## src/rtl/mul_pkg.sv

```systemverilog
// Shared definitions for the sequential shift-and-add multiplier:
// FSM state encoding and default operand width.
package mul_pkg;

    localparam int MUL_WIDTH_DEF = 8;
    localparam int CNT_W         = $clog2(MUL_WIDTH_DEF);

    typedef enum logic [1:0] {
        ST_IDLE = 2'd0,
        ST_RUN  = 2'd1,
        ST_DONE = 2'd2
    } state_e;

endpackage

```

## src/rtl/cla_add_co.sv

```systemverilog
// WIDTH-bit carry-lookahead adder built from 4-bit CLA slices rippled slice to slice,
// with carry-in and carry-out exposed. WIDTH must be a multiple of 4.
module cla_add_co #(
    parameter int WIDTH = 8
) (
    input  logic [WIDTH-1:0] x_i,
    input  logic [WIDTH-1:0] y_i,
    input  logic             cin_i,
    output logic [WIDTH-1:0] sum_o,
    output logic             cout_o
);

    localparam int NSL = WIDTH / 4;

    logic [NSL:0] c_s;

    assign c_s[0] = cin_i;

    for (genvar k = 0; k < NSL; k++) begin : g_slice
        logic [3:0] g_s;
        logic [3:0] p_s;
        logic [4:0] cc_s;

        assign g_s     = x_i[4*k +: 4] & y_i[4*k +: 4];
        assign p_s     = x_i[4*k +: 4] ^ y_i[4*k +: 4];
        assign cc_s[0] = c_s[k];
        // Fully expanded lookahead terms inside the slice.
        assign cc_s[1] = g_s[0] | (p_s[0] & cc_s[0]);
        assign cc_s[2] = g_s[1] | (p_s[1] & g_s[0]) | (p_s[1] & p_s[0] & cc_s[0]);
        assign cc_s[3] = g_s[2] | (p_s[2] & g_s[1]) | (p_s[2] & p_s[1] & g_s[0])
                       | (p_s[2] & p_s[1] & p_s[0] & cc_s[0]);
        assign cc_s[4] = g_s[3] | (p_s[3] & g_s[2]) | (p_s[3] & p_s[2] & g_s[1])
                       | (p_s[3] & p_s[2] & p_s[1] & g_s[0])
                       | (p_s[3] & p_s[2] & p_s[1] & p_s[0] & cc_s[0]);

        assign sum_o[4*k +: 4] = p_s ^ cc_s[3:0];
        assign c_s[k+1]        = cc_s[4];
    end

    assign cout_o = c_s[NSL];

endmodule

```

## src/rtl/seq_mul8.sv

```systemverilog
// Sequential unsigned shift-and-add multiplier around one cla_add_co instance.
// Define ZERO_SKIP_EN to finish zero-operand requests immediately with product 0.
module seq_mul8
    import mul_pkg::*;
#(
    parameter int WIDTH = MUL_WIDTH_DEF
) (
    input  logic               clk,
    input  logic               rst,
    input  logic               start,
    input  logic [WIDTH-1:0]   a,
    input  logic [WIDTH-1:0]   b,
    output logic               busy,
    output logic               done,
    output logic [2*WIDTH-1:0] product
);

    localparam int CW = (WIDTH > 1) ? $clog2(WIDTH) : 1;

    state_e             state_q, state_d;
    logic [WIDTH-1:0]   m_q, m_d;
    logic [WIDTH-1:0]   q_q, q_d;
    logic [WIDTH-1:0]   acc_q, acc_d;
    logic [CW-1:0]      cnt_q, cnt_d;
    logic [2*WIDTH-1:0] product_q, product_d;
    logic               busy_q, busy_d;
    logic               done_q, done_d;

    logic [WIDTH-1:0]   addend_s;
    logic [WIDTH-1:0]   sum_s;
    logic               cout_s;
    logic [WIDTH-1:0]   acc_n_s;
    logic [WIDTH-1:0]   q_n_s;
    logic               zero_skip_s;

    assign addend_s = q_q[0] ? m_q : {WIDTH{1'b0}};

    cla_add_co #(.WIDTH(WIDTH)) u_add (
        .x_i    (acc_q),
        .y_i    (addend_s),
        .cin_i  (1'b0),
        .sum_o  (sum_s),
        .cout_o (cout_s)
    );

    // The carry becomes the accumulator MSB after the right shift.
    assign acc_n_s = {cout_s, sum_s[WIDTH-1:1]};
    assign q_n_s   = {sum_s[0], q_q[WIDTH-1:1]};

`ifdef ZERO_SKIP_EN
    assign zero_skip_s = (a == {WIDTH{1'b0}}) || (b == {WIDTH{1'b0}});
`else
    assign zero_skip_s = 1'b0;
`endif

    always_comb begin
        state_d   = state_q;
        m_d       = m_q;
        q_d       = q_q;
        acc_d     = acc_q;
        cnt_d     = cnt_q;
        product_d = product_q;
        busy_d    = 1'b0;
        done_d    = 1'b0;
        case (state_q)
            ST_IDLE: begin
                if (start) begin
                    if (zero_skip_s) begin
                        product_d = {(2*WIDTH){1'b0}};
                        done_d    = 1'b1;
                        state_d   = ST_DONE;
                    end else begin
                        m_d     = a;
                        q_d     = b;
                        acc_d   = {WIDTH{1'b0}};
                        cnt_d   = {CW{1'b0}};
                        busy_d  = 1'b1;
                        state_d = ST_RUN;
                    end
                end else begin
                    state_d = ST_IDLE;
                end
            end
            ST_RUN: begin
                acc_d = acc_n_s;
                q_d   = q_n_s;
                cnt_d = cnt_q + {{(CW-1){1'b0}}, 1'b1};
                if (cnt_q == CW'(WIDTH - 1)) begin
                    product_d = {acc_n_s, q_n_s};
                    done_d    = 1'b1;
                    state_d   = ST_DONE;
                end else begin
                    busy_d = 1'b1;
                end
            end
            ST_DONE: begin
                state_d = ST_IDLE;
            end
            default: begin
                state_d = ST_IDLE;
            end
        endcase
    end

    always_ff @(posedge clk or posedge rst) begin
        if (rst) begin
            state_q   <= ST_IDLE;
            m_q       <= {WIDTH{1'b0}};
            q_q       <= {WIDTH{1'b0}};
            acc_q     <= {WIDTH{1'b0}};
            cnt_q     <= {CW{1'b0}};
            product_q <= {(2*WIDTH){1'b0}};
            busy_q    <= 1'b0;
            done_q    <= 1'b0;
        end else begin
            state_q   <= state_d;
            m_q       <= m_d;
            q_q       <= q_d;
            acc_q     <= acc_d;
            cnt_q     <= cnt_d;
            product_q <= product_d;
            busy_q    <= busy_d;
            done_q    <= done_d;
        end
    end

    assign busy    = busy_q;
    assign done    = done_q;
    assign product = product_q;

endmodule
```

## config.mk

```make
export PLATFORM = sky130hd
export DESIGN_NAME = seq_mul8
export DESIGN_NICKNAME = d
export VERILOG_FILES = /design/src/rtl/mul_pkg.sv /design/src/rtl/cla_add_co.sv /design/src/rtl/seq_mul8.sv
export SDC_FILE = /design/constraint.sdc
export NUM_CORES = 1
export LEC_CHECK = 0
export ABC_AREA = 0
export CAP_MARGIN = 20
export CORE_ASPECT_RATIO = 1.1
export CORE_UTILIZATION = 50
export DETAILED_ROUTE_END_ITERATION = 12
export PLACE_DENSITY_LB_ADDON = 0.25
export SLEW_MARGIN = 20
export SYNTH_ARGS = -nofsm -noshare
export SYNTH_HDL_FRONTEND = slang
export SYNTH_SLANG_ARGS = --single-unit
export TNS_END_PERCENT = 1
```

## constraint.sdc

```tcl
create_clock -name clk -period 2.85 [get_ports clk]
set_clock_uncertainty 0.15 [all_clocks]
set_input_delay 0.855 -clock clk [delete_from_list [all_inputs] [get_ports clk]]
set_output_delay 0.855 -clock clk [all_outputs]
set_load 0.005 [all_outputs]
```

==> flow_metrics.env <==
export IMPL_placed_cells=296
export IMPL_hold_class="reg -> reg"
export IMPL_nets=280
export IMPL_synthAdderAreaFrac_pct=7.46
export IMPL_hpwl_mm=3.28
export IMPL_core_um2=4290
export IMPL_p_leak_nw=1.29
export IMPL_hold_violations=0
export IMPL_grt_busiest_layer="met2"
export IMPL_fin_tns_setup_ps=0
export IMPL_place_congestion=0.864
export IMPL_min_period_ps=2600
export IMPL_post_cts_buffers=0
export IMPL_root_buffer="clkbuf_8"
export IMPL_crit_type="reg -> reg"
export IMPL_required_ps=2920
export IMPL_synthTopCellsByArea="dfrtp_1 (53%), nand2_1 (7.8%), ha_1 (5.7%)"
export IMPL_p_per_area_nw_per_um2=995
export IMPL_route_vias_total=1651
export IMPL_cts_sinks=47
export IMPL_synth_simple_gate_area_share_pct=15.8
export IMPL_setup_viol=0
export IMPL_ys_types=39
export IMPL_outcome="finished, final reports clean"
export IMPL_diodes=0
export IMPL_ys_ff_latch=47
export IMPL_critPathTopFamily="adder cells"
export IMPL_crit_path_max_fanout=10
export IMPL_met2_usage_pct=34.1
export IMPL_grt_pass1_wl_mm=7.45
export IMPL_clock_latency_ps=300
export IMPL_clk_pin_slew_ps=90
export IMPL_cp_start_kind="register"
export IMPL_core_rowCount=25
export IMPL_ys_async_sr_fraction_pct=100
export IMPL_grt_total_usage_pct=21.4
export IMPL_drc=0
export IMPL_yosysWarnings=0
export IMPL_synth_top_family_by_area="simple AND/OR/NAND/NOR gates"
export IMPL_ant_nets=0
export IMPL_synth_top_area_share_pct=53.1
export IMPL_cts_resized=0
export IMPL_synth_xor_xnor_area_share_pct=1.19
export IMPL_antenna_found_initial=0
export IMPL_instances_no_fill=304
export IMPL_netlist_top_cells_count="dfrtp_1 (47), nand2_1 (46), o21ai_0 (17)"
export IMPL_io_pins=37
export IMPL_synth_edf_count=0
export IMPL_fmax_mhz=385
export IMPL_grt_overflow_total=0
export IMPL_grt_util_met3_pct=5.73
export IMPL_grt_max_degree=26
export IMPL_die_y_um=71.8
export IMPL_relSlewSlack_pct=60.5
export IMPL_synthCells=210
export IMPL_drv_cap=0
export IMPL_synth_area_um2=2210
export IMPL_clk_path_buf_depth=2
export IMPL_viasPerCell=5.43
export IMPL_die_w_um=65.4
export IMPL_drt_iter0_markers=56
export IMPL_crit_path_end_kind="register"
export IMPL_rsz0062_at_grt="false"
export IMPL_start_util_pct=51.6
export IMPL_cp_buffers_inverters=0
export IMPL_ys_seq_area_share_pct=53.1
export IMPL_wl_per_cell_um=14.7
export IMPL_final_max_slew_violation_count=0
export IMPL_cp_arrival_ps=2670
export IMPL_timing_final_crit_share_pct=91.1
export IMPL_synthFlopType="dfrtp_1"
export IMPL_slowest_delay_ps=520
export IMPL_io_buffers=36
export IMPL_synth_nets=241
export IMPL_dr_pass1_iters=4
export IMPL_critPathSlowestCell="fa_1"
export IMPL_numCtsBuffers=5
export IMPL_cts_tree="done"
export IMPL_tightest_slew_ps=592
export IMPL_ctsHoldBuffers=0
export IMPL_crit_path_cell_trace="and2_1 > ha_1 > a41o_1 > a21oi_1 > fa_1 > o21ai_0"
export IMPL_cts_htree_levels=2
export IMPL_synth_compound_gate_area_share_pct=15.0
export IMPL_synth_area_per_cell_um2=10.5
export IMPL_synth_top_cell_by_area="dfrtp_1"
export IMPL_die_area_um2=4700
export IMPL_synthMuxAreaShare_pct=4.52
export IMPL_synthMostInstantiatedCell="dfrtp_1"
export IMPL_max_vdd_ir_drop_mv=0.466
export IMPL_fill_cells=343
export IMPL_grt_pass1_vias=1587
export IMPL_drt_wl_total_mm=4.48
export IMPL_grt_use_met1_pct=26.9
export IMPL_area_growth_pct=24.9
export IMPL_drive_gt1_share_pct=10.0
## through the flow
step	power, mW	setup slack (ps)	utilization, %	area, µm²	hold slack [ps]
CTS	2.78	223	64.5	2760	332
floorplan	1.83	548	-	2210	306
global placement	2.24	293	61.9	2650	307
detailed placement	2.29	243	61.9	2650	311
finish	2.75	252	64.5	2760	326
global route	2.97	92.6	64.5	2760	357
## layer usage
metal	share of wire (%)	routed length, µm
met1	44	1990
met2	49	2200
met3	3.6	159
met4	2.8	126
met5	0	0
## final timing paths
check	startpoint	endpoint	slack, ps	depth (start not counted)
worst max register to register	q_q[0]$_DFFE_PP0P_	acc_q[3]$_DFFE_PP0P_	250	6
worst min register to register	product[4]$_DFFE_PP0P_	product[4]$_DFFE_PP0P_	330	2
worst min-delay path	product[4]$_DFFE_PP0P_	product[4]$_DFFE_PP0P_	330	2
min in group asynchronous	rst	product[3]$_DFFE_PP0P_	650	2
worst max-delay path	q_q[0]$_DFFE_PP0P_	acc_q[3]$_DFFE_PP0P_	250	6
max in group asynchronous	rst	m_q[2]$_DFFE_PP0P_	1430	3
## worst min-delay path: cells and delay by family (launching register included)
kind,cells,cell delay [ps]
flip-flops,1,350
AND/OR/NAND/NOR,2,100
## report_power, final
part / internal (mW) / switching (mW) / leakage, nW / total [mW]
logic: 0.586 / 0.522 / 0.642 / 1.11
clock network: 0.261 / 0.230 / 0.0581 / 0.491
registers: 0.957 / 0.193 / 0.587 / 1.15
total: 1.80 / 0.945 / 1.29 / 2.75
## logic make-up (layout without fill, tap and decap cells)
kind of cell / count (synthesis) / in the layout
AOI/OAI and AO/OA: 50 / 50
DFF: 47 / 47
muxes: 9 / 9
and+or+nand+nor: 74 / 74
adders and majority gates: 12 / 12
buffers and inverters: 15 / 55
xor gates and xnor gates: 3 / 3
## registers in the layout, indices dropped and copies added, names as in the netlist
| name | cells |
|---|---|
| acc_q | 8 |
| busy | 1 |
| cnt_q | 3 |
| done | 1 |
| m_q | 8 |
| product | 16 |
| q_q | 8 |
| state_q | 2 |
## layout make-up
cell class | instances | area, µm² | share of cell area, %
flip-flops and latches | 47 | 1180 | 42.6
multi-input cells | 148 | 975 | 35.3
repair buffers | 41 | 410 | 14.8
clock buffers | 5 | 68.8 | 2.49
well taps | 54 | 67.6 | 2.44
clock inverters | 3 | 43.8 | 1.58
inverters | 6 | 22.5 | 0.815
## cells in the final DEF (no fill, tap or decap), drive strengths merged, types with 5 or more instances in the layout
cell           instances
a21oi                  7
a22oi                  7
and2                   9
buf                    5
clkbuf                 5
clkdlybuf4s50         36
dfrtp                 47
ha                    10
inv                    6
mux2                   8
nand2                 46
o21ai                 17
No activity file was read; power rests on OpenSTA's default activity.
